File: config.mk
export PLATFORM = sky130hd
export DESIGN_NAME = sha_result_fifo
export DESIGN_NICKNAME = d
export VERILOG_FILES = /design/src/rtl/sha_result_checker_pkg.sv /design/src/rtl/sha_result_checker_fifo.sv
export SDC_FILE = /design/constraint.sdc
export NUM_CORES = 1
export LEC_CHECK = 0
export ABC_CLOCK_PERIOD_IN_PS = 6050
export CAP_MARGIN = 20
export CORE_UTILIZATION = 30
export DETAILED_ROUTE_END_ITERATION = 10
export GPL_TIMING_DRIVEN = 0
export HOLD_SLACK_MARGIN = 0.05
export PLACE_DENSITY_LB_ADDON = 0.25
export SLEW_MARGIN = 20
export SYNTH_ARGS = -nofsm -noshare
export SYNTH_HDL_FRONTEND = slang
export SYNTH_SLANG_ARGS = --single-unit
File: constraint.sdc
create_clock -name clk -period 6.05 [get_ports clk]
set_clock_uncertainty 0.15 [all_clocks]
set_input_delay 1.815 -clock clk [delete_from_list [all_inputs] [get_ports clk]]
set_output_delay 1.815 -clock clk [all_outputs]
set_load 0.005 [all_outputs]
File: src/rtl/sha_result_checker_pkg.sv
// Shared types and helpers for the double-SHA256 result checker:
// hash state layout, compact-difficulty expansion and hash byte ordering.
package sha_result_checker_pkg;

    // H0..H7, H0 occupies the most significant word of the packed vector.
    typedef logic [0:7][31:0] HashState;

    localparam int NONCE_W = 32;

    // Compact nBits -> 256-bit target; saturates to all-ones when the mantissa
    // would be shifted past bit 255.
    function automatic logic [255:0] compact_to_target(input logic [31:0] bits);
        logic [7:0]   e;
        logic [23:0]  m;
        logic [279:0] wide;
        logic [255:0] t;
        e    = bits[31:24];
        m    = bits[23:0];
        wide = '0;
        t    = '0;
        if (m[23] || (m == 24'd0)) begin
            t = '0;
        end else if (e <= 8'd3) begin
            t = 256'(m >> (8 * (3 - e)));
        end else if ((e - 8'd3) >= 8'd32) begin
            t = '1;
        end else begin
            wide = {256'd0, m} << (8 * (e - 8'd3));
            t    = (|wide[279:256]) ? '1 : wide[255:0];
        end
        return t;
    endfunction

    // Byte-reverse {H0..H7}: the last byte of H7 becomes the value's MSB.
    function automatic logic [255:0] hash_to_value(input HashState h);
        logic [255:0] s;
        logic [255:0] v;
        s = h;
        v = '0;
        for (int i = 0; i < 32; i++) begin
            v[8*i +: 8] = s[8*(31-i) +: 8];
        end
        return v;
    endfunction

endpackage

File: src/rtl/sha_result_checker_fifo.sv
// Winning-nonce FIFO with valid/ready pop; a push while full succeeds only
// when a pop frees the head slot in the same cycle, otherwise it is dropped.
module sha_result_fifo
    import sha_result_checker_pkg::*;
#(
    parameter int DEPTH = 4,
    parameter int WIDTH = NONCE_W
) (
    input  logic             clk,
    input  logic             rst,
    input  logic             push,
    input  logic [WIDTH-1:0] push_data,
    input  logic             pop_ready,
    output logic             pop_valid,
    output logic [WIDTH-1:0] pop_data,
    output logic             full,
    output logic             empty,
    output logic             drop
);
    localparam int AW = $clog2(DEPTH);

    logic [WIDTH-1:0] mem_q [DEPTH];
    logic [WIDTH-1:0] mem_d [DEPTH];
    logic [AW:0]      wr_ptr_q, wr_ptr_d;
    logic [AW:0]      rd_ptr_q, rd_ptr_d;
    logic             pop;
    logic             wr_en;

    always_comb begin
        empty     = (wr_ptr_q == rd_ptr_q);
        full      = (wr_ptr_q[AW] != rd_ptr_q[AW]) && (wr_ptr_q[AW-1:0] == rd_ptr_q[AW-1:0]);
        pop       = !empty && pop_ready;
        wr_en     = push && (!full || pop);
        drop      = push && full && !pop;
        pop_valid = !empty;
        pop_data  = empty ? '0 : mem_q[rd_ptr_q[AW-1:0]];
        mem_d     = mem_q;
        if (wr_en) begin
            mem_d[wr_ptr_q[AW-1:0]] = push_data;
        end
        wr_ptr_d  = wr_ptr_q + (AW+1)'(wr_en);
        rd_ptr_d  = rd_ptr_q + (AW+1)'(pop);
    end

    always_ff @(posedge clk or posedge rst) begin
        if (rst) begin
            wr_ptr_q <= '0;
            rd_ptr_q <= '0;
            for (int i = 0; i < DEPTH; i++) begin
                mem_q[i] <= '0;
            end
        end else begin
            wr_ptr_q <= wr_ptr_d;
            rd_ptr_q <= rd_ptr_d;
            mem_q    <= mem_d;
        end
    end

endmodule

=== Word-level counts from Yosys, hierarchy flattened ===
Cells that the tools add are included.
Widths: inputs -> output; s select.

* Bitwise gates (word level): 2
* Reductions and logical operators: 10
* Add/subtract/negate cells: 2
* Eq/ne operators: 3
* Multiply operators: 0
* Mux-type cells: 7
* Divide/modulo/power cells: 0
* Shift-type cells: 0
* $lt $le $gt $ge: 3

{| class="wikitable"
|+ Operators with widths
! cell !! count
|-
| $bwmux 128 || 1
|-
| $mux 32 || 4
|-
| $bmux 32 s2 || 1
|-
| $demux 32 s2 || 1
|-
| $add 3x1->3 || 2
|-
| $ge 3x3->1 const B || 2
|-
| $logic_and 1x1->1 || 6
|-
| $not 2->3 || 2
|-
| $eq 3x3->1 || 1
|-
| $logic_not 1->1 || 3
|-
| $lt 3x1->1 const B || 1
|-
| $eq 2x2->1 || 1
|-
| $logic_or 1x1->1 || 1
|-
| $ne 1x1->1 || 1
|}

* Flip-flop bits (word level): 134
* Memories kept: 0
* Memory bits (read-only): 0
* Latch bits: 0
* Output and inout port bits: 36
* RAM bits: 0
* Input port bits: 36

=== Longest topological paths before layout ===
Gate-level depths: netlist of run 1.

* Word-level depth: 6
* Gate-level depth with buffers: 7
* Depth with buffers taken out: 6

=== Worst setup path before layout of run 1 ===
No wires, ideal clock.

* Path kind: input to output
* From: in pop_ready
* To: out drop
* Arrival time: 2.278 ns
* Slack: 1.807 ns
* Path buffers: 0
* Stages on the path: 2
* Cells stage by stage: nor4_1 and2_1

* Cells in the longest elaborated chain, start to end: 3

{| class="wikitable"
|+ RTL lines
! item !! RTL line !! RTL
|-
| start: declaration || sha_result_checker_fifo.sv:13 || <nowiki>input logic pop_ready,</nowiki>
|-
| $logic_and 1x1->1 || sha_result_checker_fifo.sv:32 || <nowiki>pop = !empty && pop_ready;</nowiki>
|-
| $logic_not 1->1 || sha_result_checker_fifo.sv:34 || <nowiki>drop = push && full && !pop;</nowiki>
|-
| $logic_and 1x1->1 || sha_result_checker_fifo.sv:34 ||
|-
| end: declaration || sha_result_checker_fifo.sv:18 || <nowiki>output logic drop</nowiki>
|}

Every way passes these cells.

=== Worst setup path in the final report of run 1 ===
Ends and elaborated chain as after synthesis.

==> results.ini, run 1 <==
[cts]
clk_pin_slew_ps=50
htree_levels=4
clock_tree_from_tritoncts=done
ctsLongestPathBuffers=2
ctsRootBufferMaster=sky130_fd_sc_hd__clkbuf_16
postCtsSetupRepairBufs=0
cts_repair_resize_count=0
clkSinkCount=134
cts-buffers-inserted=17
clkLatencyLatePin_ps=410
cts-hold-fix-buffers=0

[drt]
dr.pass1.iters=3
met3RoutedLength_um=385
wire_per_inst_um=19.22
drc=0
met2_length_um=7116
route.final.wire_length_um=14570
first_iter_violations=126
maxUsedRoutingLayer=met4
detail_route.vias_per_cell=4.549
post_route_ant_nets=0
met1_length_um=6855
detailroute.via_count=3448

[die]
initial_utilization_pct=30.63
std_cell_rows=54
fp.dieW_um=151.5
fp.dieArea_um2=22950
pin_count=72
die_h_um=151.5
core-area_um2=21890

[grt]
via_count_of_the_first_global_routing_pass=4017
antenna_found_initial=0
globalRouteOverflowTotal=0
grt.total_usage_pct=14.26
grt_start_max_net_pins=109
grt_first_pass_wirelength_um=23920

[sta]
final_hold_viol_count=0
maxSlewHeadroom_pct=53.14
timing_worst_slew_pin_value_ps=702.8
fin_hold_ws_ps=335.1
fin_crit_sh_pct=92.57
grt_setup_unrepaired=no
finalSetupViolations=0
report.final.slew_viol_count=0
fmax_ghz=0.1786
finalCriticalPeriod_ps=5601

[critical_path]
critical-path-slowest-cell=sky130_fd_sc_hd__clkdlybuf4s50_1
origin_of_the_critical_flop_to_flop_path=rd_ptr_q[2]$_DFF_PP0_
cp_data_required_time_ps=4090
timing.critical_path.arrival_ps=3640
crit_path_max_fanout=6
critical-path-max-stage-delay_ps=670
worstSetupPathType=primary input to output port
critical-path-top-cell-by-count=sky130_fd_sc_hd__clkdlybuf4s50_1
worst_setup_path_end_kind=output port
r2r-end=rd_ptr_q[2]$_DFF_PP0_
rr_worst_depth=6
cp_cell_sequence=clkdlybuf4s50_1 -> nor4_1 -> and2_1 -> clkdlybuf4s50_1
ff2ff_setup_slack_ps=3630
timing.critical_path.from_type=primary input

[place]
detailedPlacementHpwl_um=9334
portBuffers=71
gpl.final_weighted_congestion=0.7039
place.detailed.instances=726

[synth]
synthDistinctLibCells=22
synth.avg_cell_area_um2=17.93
synth.yosys.seq_area_share_pct=50.01
ys_ff_latch=134
syn-instance-count=374
netlist_area_um2=6705
synthesis.yosys.warnings=0
mappedNetlistNets=414

[final_layout]
post_layout_nonfiller_instances=758
layout_commonest_cell=sky130_fd_sc_hd__dfrtp_1
layout.nets=505
layout-area-overhead-vs-synth_pct=25.28
multi_input_gate_area_um2=3147
antenna_cells=0
final-seq-area_um2=3353
layout.cells.most_common_list=sky130_fd_sc_hd__dfrtp_1, sky130_fd_sc_hd__mux2_4, sky130_fd_sc_hd__clkdlybuf4s50_1
fillerInstances=2062
post_route_cells_drive_above_1_share_pct=45.19

[pwr]
power.share.clock_pct=19.3
sequential_power_share_pct=30.2
power_frac_comb_pct=50.6
cellLeakagePower_nw=3.852
switching_power_mw=1.644
irDropWorstVdd_v=0.0002394
power.internal_mw=3.776
power_per_cell_area_nw_per_um2=645.3
power.switching_fraction_pct=30.33

[job]
drv.max_cap_violation_count=0

[outcome]
status=complete, no violations

[hold_path]
timing.hold.worst.class=flip-flop to flip-flop
hold_depth=1
worstHoldStart=mem_q[29]$_DFFE_PP0P_
worstHoldEndpoint=mem_q[29]$_DFFE_PP0P_

## flip-flops by register name (all words and copies together), names as in the netlist
name,count
mem_q,128
rd_ptr_q,3
wr_ptr_q,3
## Yosys cell counts
cell / n / area (um2)
sky130_fd_sc_hd__buf_2: 8 / 40.04
sky130_fd_sc_hd__nor3b_2: 1 / 12.51
sky130_fd_sc_hd__xnor2_4: 1 / 27.53
sky130_fd_sc_hd__and3b_1: 2 / 17.52
sky130_fd_sc_hd__inv_1: 2 / 7.510
sky130_fd_sc_hd__o41ai_4: 4 / 110.1
sky130_fd_sc_hd__buf_6: 13 / 146.4
sky130_fd_sc_hd__nor3b_1: 1 / 7.510
sky130_fd_sc_hd__nor2b_1: 34 / 212.7
sky130_fd_sc_hd__ha_1: 4 / 50.05
sky130_fd_sc_hd__mux2_4: 120 / 1802
sky130_fd_sc_hd__dfrtp_1: 134 / 3353
sky130_fd_sc_hd__nor4_1: 1 / 6.260
sky130_fd_sc_hd__clkbuf_1: 1 / 3.750
sky130_fd_sc_hd__buf_4: 1 / 7.510
sky130_fd_sc_hd__xor2_4: 2 / 55.05
sky130_fd_sc_hd__and3_1: 1 / 6.260
sky130_fd_sc_hd__nor3_1: 1 / 5.000
sky130_fd_sc_hd__mux4_2: 32 / 720.7
sky130_fd_sc_hd__xor2_1: 2 / 17.52
sky130_fd_sc_hd__mux2_1: 8 / 90.09
sky130_fd_sc_hd__and2_1: 1 / 6.260
## power by group through the flow
stage	clock (mW)	combinational (mW)	sequential [mW]
6_report	1.04	2.74	1.64
3_5_place_dp	0	2.79	1.64
3_3_place_gp	0	2.75	1.61
5_1_grt	1.11	2.95	1.70
4_1_cts	1.07	2.81	1.64
2_1_floorplan	0	1.86	1.55
## per-layer routing
metal | vias to the layer above | GRT usage [%]
met5 | - | 0
met4 | 0 | 5.198
met3 | 17 | 3.054
met2 | 53 | 22.35
met1 | 1826 | 19.40
li1 | 1552 | -
## layout make-up
cell class                 instances  area share [%]
tap                              280           4.170
inverter                           2          0.1787
multi-input combinational        215           37.46
sequential                       134           39.92
clock inverter                    13           1.743
timing repair buffer              72           8.788
buffer                            23           2.353
clock buffer                      19           5.392
## critical path, delay by kind of cell
family                 cells  cell delay, ps
buffers and inverters      2            1160
and+or+nand+nor            2             650
## logic make-up (layout without fill, tap and decap cells)
kind of cell	after synthesis	count (layout)	share of synthesized area [%]
multiplexers	160	160	38.96
adder cells (fa/ha/maj)	4	4	0.7464
AND/OR/NAND/NOR	42	42	4.087
AO/OA/AOI/OAI	4	4	1.642
XOR/XNOR	5	5	1.493
flip-flops	134	134	50.01
buffers and inverters	25	129	3.060
## how the worst max path moves through the flow
stage | slack [ps] | start | cells after the start | end
5_1_grt | 350 | pop_ready | 4 | drop
3_5_place_dp | 420 | pop_ready | 4 | drop
4_1_cts | 400 | pop_ready | 4 | drop
2_1_floorplan | 500 | rst | 1 | mem_q[0]$_DFFE_PP0P_
3_3_place_gp | -1250 | rst | 2 | mem_q[72]$_DFFE_PP0P_
6_report | 450 | pop_ready | 4 | drop
## metrics by stage
step	utilization [%]	TNS (ps)	area, um2	power (mW)	setup WS [ps]
2_1_floorplan	-	0	6705	3.408	502.2
3_3_place_gp	35.48	-166250	7766	4.362	-1254
3_5_place_dp	35.64	0	7801	4.428	423.5
4_1_cts	38.37	0	8401	5.513	395.8
5_1_grt	38.37	0	8401	5.759	353.2
6_report	38.37	0	8401	5.421	449.4
Note: power is estimated with default switching activity, not from simulation.
==> inputs of run 2 (changes only) <==
- ABC_AREA: not set -> 1
==> run 2 against run 1 <==
- sequential cell count is the same
- setup slack better by 71 ps
- routed wire length up 51%
- critical path type unchanged
- register-to-register slack worse by 100 ps
- design area down 0.92%
==> results.ini, run 2 <==
[cts]
clock_tree_from_tritoncts=done
ctsLongestPathBuffers=2  ; unchanged
ctsRootBufferMaster=sky130_fd_sc_hd__clkbuf_16
cts-hold-fix-buffers=0  ; unchanged
clk_pin_slew_ps=50  ; about the same
cts_repair_resize_count=0  ; unchanged
postCtsSetupRepairBufs=0  ; unchanged
clkLatencyLatePin_ps=420  ; about the same
htree_levels=4  ; unchanged
clkSinkCount=134  ; unchanged
cts-buffers-inserted=17  ; unchanged

[critical_path]
timing.critical_path.arrival_ps=3560  ; -80 ps
ff2ff_setup_slack_ps=3530  ; -100 ps
origin_of_the_critical_flop_to_flop_path=rd_ptr_q[0]$_DFF_PP0_
worst_setup_path_end_kind=output port
timing.critical_path.from=pop_ready
r2r-end=rd_ptr_q[2]$_DFF_PP0_
crit_path_max_fanout=10  ; +4
rr_worst_depth=10  ; +4
cp_data_required_time_ps=4090  ; about the same
worstSetupPathType=primary input to output port
timing.critical_path.from_type=primary input
timing.critical_path.to=drop

[sta]
grt_setup_unrepaired=no
timing_worst_slew_pin_value_ps=681.8  ; -21.06 ps
final_hold_viol_count=0  ; unchanged
report.final.slew_viol_count=0  ; unchanged
finalCriticalPeriod_ps=5530  ; -71.06 ps
fmax_ghz=0.1808  ; +1.3%
finalSetupViolations=0  ; unchanged
maxSlewHeadroom_pct=54.55  ; +1.4 points
fin_crit_sh_pct=91.40  ; -1.2 points

[final_layout]
layout.cells.most_common_list=sky130_fd_sc_hd__nand2_1, sky130_fd_sc_hd__dfrtp_1, sky130_fd_sc_hd__nand4_1
antenna_cells=0  ; unchanged
layout.nets=951  ; +88%
largest_register_ff_count=128  ; unchanged
largest_registers=mem_q x128, rd_ptr_q x3, wr_ptr_q x3
post_layout_nonfiller_instances=1200  ; +58%
post_route_cells_drive_above_1_share_pct=6.413  ; -39 points
fin_area_um2=8323  ; -0.92%
top_register=mem_q
layout_commonest_cell=sky130_fd_sc_hd__nand2_1
layout-area-overhead-vs-synth_pct=24.52

[synth]
syn-instance-count=821  ; +120%
synth.avg_cell_area_um2=8.141  ; -55%
synth.yosys.seq_area_share_pct=50.17  ; +0.16 points
netlist_top_cells_area=sky130_fd_sc_hd__dfrtp_1, sky130_fd_sc_hd__nand2_1, sky130_fd_sc_hd__nand4_1
ys_ff_latch=134  ; unchanged
netlist_area_um2=6684  ; -0.32%
yosys_most_used_dff=sky130_fd_sc_hd__dfrtp_1
synth-edff-count=0  ; unchanged
synth.most_common_cell=sky130_fd_sc_hd__nand2_1
mappedNetlistNets=861  ; +110%
postSynth.asyncResetShare_pct=100.0  ; unchanged
yosysTopAreaCell=sky130_fd_sc_hd__dfrtp_1
synth_common_cells=sky130_fd_sc_hd__nand2_1, sky130_fd_sc_hd__dfrtp_1, sky130_fd_sc_hd__nand4_1
synthDistinctLibCells=19  ; -14%
synthesis.yosys.warnings=0  ; unchanged
yosys.area.top_type_share_pct=50.17  ; +0.16 points

[drt]
dr.pass1.iters=5  ; +2
detailroute.via_count=6234  ; +81%
met1_length_um=10150  ; +48%
met2_length_um=10270  ; +44%
route.final.wire_length_um=22060  ; +51%
met3RoutedLength_um=1176  ; +210%
first_iter_violations=401  ; +220%
wire_per_inst_um=18.38  ; -4.3%
drc=0  ; unchanged
detail_route.vias_per_cell=5.195  ; +14%
maxUsedRoutingLayer=met4
post_route_ant_nets=0  ; unchanged

[die]
fp.dieArea_um2=22880  ; -0.31%
pin_count=72  ; unchanged
std_cell_rows=54  ; unchanged
core-area_um2=21820  ; -0.31%
fp.dieW_um=151.3  ; -0.16%
die_h_um=151.3  ; -0.16%
initial_utilization_pct=30.63  ; about the same

[outcome]
status=complete, no violations

[grt]
globalRouteOverflowTotal=0  ; unchanged
via_count_of_the_first_global_routing_pass=6080  ; +51%
grt_first_pass_wirelength_um=34180  ; +43%
grt.total_usage_pct=20.16  ; +5.9 points
antenna_found_initial=0  ; unchanged
grt_start_max_net_pins=80  ; -27%

[pwr]
cellLeakagePower_nw=4.239  ; +10%
totalPowerFinal_mw=4.984  ; -8.1%
irDropWorstVdd_v=0.0002525  ; +5.5%
power_per_cell_area_nw_per_um2=598.8  ; -7.2%

[place]
gpl.final_weighted_congestion=0.7742  ; +10%
portBuffers=70  ; -1.4%
detailedPlacementHpwl_um=14550  ; +56%
place_area_um2=7770  ; -0.40%
place.detailed.instances=1172  ; +61%

[job]
drv.max_cap_violation_count=0  ; unchanged

[hold_path]
timing.hold.worst.class=flip-flop to flip-flop
worstHoldStart=mem_q[46]$_DFFE_PP0P_

run 2: stage by stage:
step                      hold slack, ps  utilization (%)  TNS, ps  setup slack, ps
after floorplan                    286.6                -        0            502.2
after global placement             299.1            35.44  -240050            -1802
after detailed placement           303.1            35.60        0            509.1
after CTS                          317.3            38.14        0            502.6
after global routing               332.1            38.14        0            398.2
final                              317.9            38.14        0            520.4
run 2: kinds of logic after synthesis:
kind of cell	count (synthesis)	share of synthesized area [%]
and+or+nand+nor	467	31.30
DFF	134	50.17
buffers and inverters	116	7.132
AOI/OAI and AO/OA	65	5.466
muxes	32	4.792
adders and majority gates	4	0.7488
xor gates and xnor gates	3	0.3932
run 2: worst min-delay path by stage:
stage	end	slack (ps)	depth (start not counted)
floorplan	mem_q[32]$_DFFE_PP0P_	290	2
global placement	mem_q[48]$_DFFE_PP0P_	300	2
detailed placement	mem_q[37]$_DFFE_PP0P_	300	2
CTS	mem_q[37]$_DFFE_PP0P_	320	2
global route	mem_q[39]$_DFFE_PP0P_	330	2
finish	mem_q[46]$_DFFE_PP0P_	320	2
run 2: power by group:
part           total [mW]  switching (mW)  internal (mW)
Combinational        2.43            1.42           1.01
Clock                1.01           0.378          0.628
Sequential           1.55           0.233           1.31
Total                4.98            2.03           2.96
run 2: final cells by class:
| type | instances | area, um2 |
|---|---|---|
| Buffer | 73 | 315.3 |
| Clock buffer | 23 | 478.0 |
| Clock inverter | 5 | 75.07 |
| Fill cell | 2303 | 13500 |
| Inverter | 43 | 168.9 |
| Multi-Input combinational cell | 571 | 2854 |
| Sequential cell | 134 | 3353 |
| Tap cell | 280 | 350.3 |
| Timing Repair Buffer | 71 | 728.2 |
run 2: critical path, stage by stage:
cell and delay (ps):
sky130_fd_sc_hd__clkdlybuf4s50_1 420, sky130_fd_sc_hd__inv_1 90, sky130_fd_sc_hd__nand4_2 210, sky130_fd_sc_hd__clkbuf_1 340, sky130_fd_sc_hd__nor2_1 170, sky130_fd_sc_hd__clkdlybuf4s50_1 520
run 2: routing by layer:
layer / track usage (%) / up-vias
met3: 3.705 / 26
met4: 6.650 / 0
met1: 27.62 / 3063
met2: 31.87 / 190
li1: - / 2955
met5: 0 / -
==> inputs of run 3 (changes only) <==
- MAX_ROUTING_LAYER: not set -> met4
- PLACE_DENSITY_LB_ADDON: 0.25 -> not set
==> run 3 against run 2 <==
- sequential cell count unchanged
- non-clock buffer count stayed put
- cell count up 0.33%
- total power decreased by 0.63%
- clock power barely moved
- combinational power about the same
- via count increased by 1.7%
- sequential share of layout area about the same
==> results.ini, run 3 (synthesized netlist as in run 2, its figures left out) <==
[outcome]
status=complete, no violations

[final_layout]
layout_commonest_cell=sky130_fd_sc_hd__nand2_1
fin_area_um2=8327  ; about the same
largest_register_ff_count=128  ; unchanged
layout.cells.most_common_list=sky130_fd_sc_hd__nand2_1, sky130_fd_sc_hd__dfrtp_1, sky130_fd_sc_hd__nand4_1
top_register=mem_q
post-route-util_pct=38.16  ; about the same
layout-area-overhead-vs-synth_pct=24.58  ; about the same
antenna_cells=0  ; unchanged
largest_registers=mem_q x128, rd_ptr_q x3, wr_ptr_q x3
post_route_cells_drive_above_1_share_pct=7.143  ; +0.73 points
layout.nets=951  ; unchanged

[pwr]
power_per_cell_area_nw_per_um2=594.8  ; -0.67%
cellLeakagePower_nw=4.226  ; -0.31%
irDropWorstVdd_v=0.0002423  ; -4.1%

[grt]
grt_start_max_net_pins=78  ; -2.5%
globalRouteOverflowTotal=0  ; unchanged
grt.total_usage_pct=20.47  ; +0.31 points
grt_first_pass_wirelength_um=33790  ; -1.1%
antenna_found_initial=0  ; unchanged
via_count_of_the_first_global_routing_pass=6081  ; +0.016%

[sta]
maxSlewHeadroom_pct=53.21  ; -1.3 points
finalSetupTns_ps=0  ; unchanged
timing.final.ws_setup_ps=454.3  ; -66.16 ps
report.final.slew_viol_count=0  ; unchanged
fin_hold_ws_ps=313.6  ; -4.298 ps
grt_setup_unrepaired=no
fmax_ghz=0.1787  ; -1.2%
timing_worst_slew_pin_value_ps=701.8  ; +20.04 ps
final_hold_viol_count=0  ; unchanged
finalCriticalPeriod_ps=5596  ; +66.16 ps
finalSetupViolations=0  ; unchanged
fin_crit_sh_pct=92.49  ; +1.1 points

[place]
gpl.final_weighted_congestion=0.7993  ; +3.2%
place_area_um2=7770  ; unchanged
placement.setup.worst_slack_ps=475.3  ; -33.82 ps
portBuffers=70  ; unchanged
detailedPlacementHpwl_um=14420  ; -0.87%

[die]
core-area_um2=21820  ; unchanged
die_h_um=151.3  ; unchanged
fp.dieArea_um2=22880  ; unchanged
fp.dieW_um=151.3  ; unchanged
pin_count=72  ; unchanged
initial_utilization_pct=30.63  ; unchanged
std_cell_rows=54  ; unchanged

[drt]
detail_route.vias_per_cell=5.267  ; +1.4%
drc=0  ; unchanged
post_route_ant_nets=0  ; unchanged
dr.pass1.iters=5  ; unchanged
route.final.wire_length_um=21320  ; -3.3%
detailroute.via_count=6342  ; +1.7%
wire_per_inst_um=17.71  ; -3.6%
first_iter_violations=589  ; +47%

[cts]
clk_pin_slew_ps=60  ; about the same
clkLatencyLatePin_ps=430  ; about the same
htree_levels=4  ; unchanged
clock_tree_from_tritoncts=done
postCtsSetupRepairBufs=0  ; unchanged
cts-buffers-inserted=17  ; unchanged
clkSinkCount=134  ; unchanged
cts_repair_resize_count=0  ; unchanged
ctsRootBufferMaster=sky130_fd_sc_hd__clkbuf_16
ctsLongestPathBuffers=2  ; unchanged
cts-hold-fix-buffers=0  ; unchanged

[critical_path]
timing.critical_path.from_type=primary input
ff2ff_setup_slack_ps=3540  ; about the same
timing.critical_path.arrival_ps=3630  ; +70 ps
cp_data_required_time_ps=4090  ; about the same
crit_path_max_fanout=10  ; unchanged
worstSetupPathType=primary input to output port
worst_setup_path_end_kind=output port

[job]
drv.max_cap_violation_count=0  ; unchanged

[hold_path]
timing.hold.worst.class=flip-flop to flip-flop

-- run 3: cell types whose count changed in the layout (fill, tap and decap cells not counted) --
cell	previous run	this run
sky130_fd_sc_hd__clkinvlp_4	0	5
sky130_fd_sc_hd__clkbuf_1	31	28
sky130_fd_sc_hd__clkbuf_8	3	0
sky130_fd_sc_hd__clkinv_4	0	3
sky130_fd_sc_hd__inv_6	0	2
sky130_fd_sc_hd__bufinv_16	2	1
sky130_fd_sc_hd__clkinv_2	3	4
-- run 3: final timing paths --
check                                      start               endpoint  cells after the start
setup / recovery                       pop_ready                   drop                      6
hold / removal             mem_q[57]$_DFFE_PP0P_  mem_q[57]$_DFFE_PP0P_                      2
setup reg to reg           rd_ptr_q[0]$_DFF_PP0_  rd_ptr_q[2]$_DFF_PP0_                     10
hold reg to reg            mem_q[57]$_DFFE_PP0P_  mem_q[57]$_DFFE_PP0P_                      2
max in group asynchronous                    rst  mem_q[83]$_DFFE_PP0P_                      3
min in group asynchronous                    rst   mem_q[4]$_DFFE_PP0P_                      2
-- run 3: area by class of cell --
class / count / area (um2)
inverter: 43 / 168.9
timing repair buffer: 71 / 728.2
buffer: 73 / 315.3
tap: 280 / 350.3
clock buffer: 17 / 425.4
clock inverter: 15 / 131.4
fill: 2271 / 13500
multi-input combinational: 571 / 2854
sequential: 134 / 3353
-- run 3: critical path, cell delays in order --
cell	delay, ps
sky130_fd_sc_hd__clkdlybuf4s50_1	430
sky130_fd_sc_hd__inv_1	100
sky130_fd_sc_hd__nand4_2	220
sky130_fd_sc_hd__clkbuf_1	340
sky130_fd_sc_hd__nor2_1	200
sky130_fd_sc_hd__clkdlybuf4s50_1	520
-- run 3: per-stage QoR --
stage / std cells / power (mW)
after floorplan: 821 / 2.925
after global placement: 1171 / 3.933
after detailed placement: 1172 / 3.979
after CTS: 1204 / 4.978
after global routing: 1204 / 5.359
final: 1204 / 4.952
-- run 3: power breakdown --
| group | switching, mW | total [mW] | internal (mW) | leakage [nW] |
|---|---|---|---|---|
| Combinational | 1.41 | 2.42 | 1.01 | 2.29 |
| Clock | 0.422 | 0.986 | 0.564 | 0.261 |
| Sequential | 0.232 | 1.55 | 1.31 | 1.67 |
| Total | 2.06 | 4.95 | 2.89 | 4.23 |
-- run 3: routing by layer --
metal,global-route usage [%],part of all wire (%)
met1,26.52,44
met2,30.89,46
met3,4.518,7.8
met4,8.200,2.6
met5,-,0
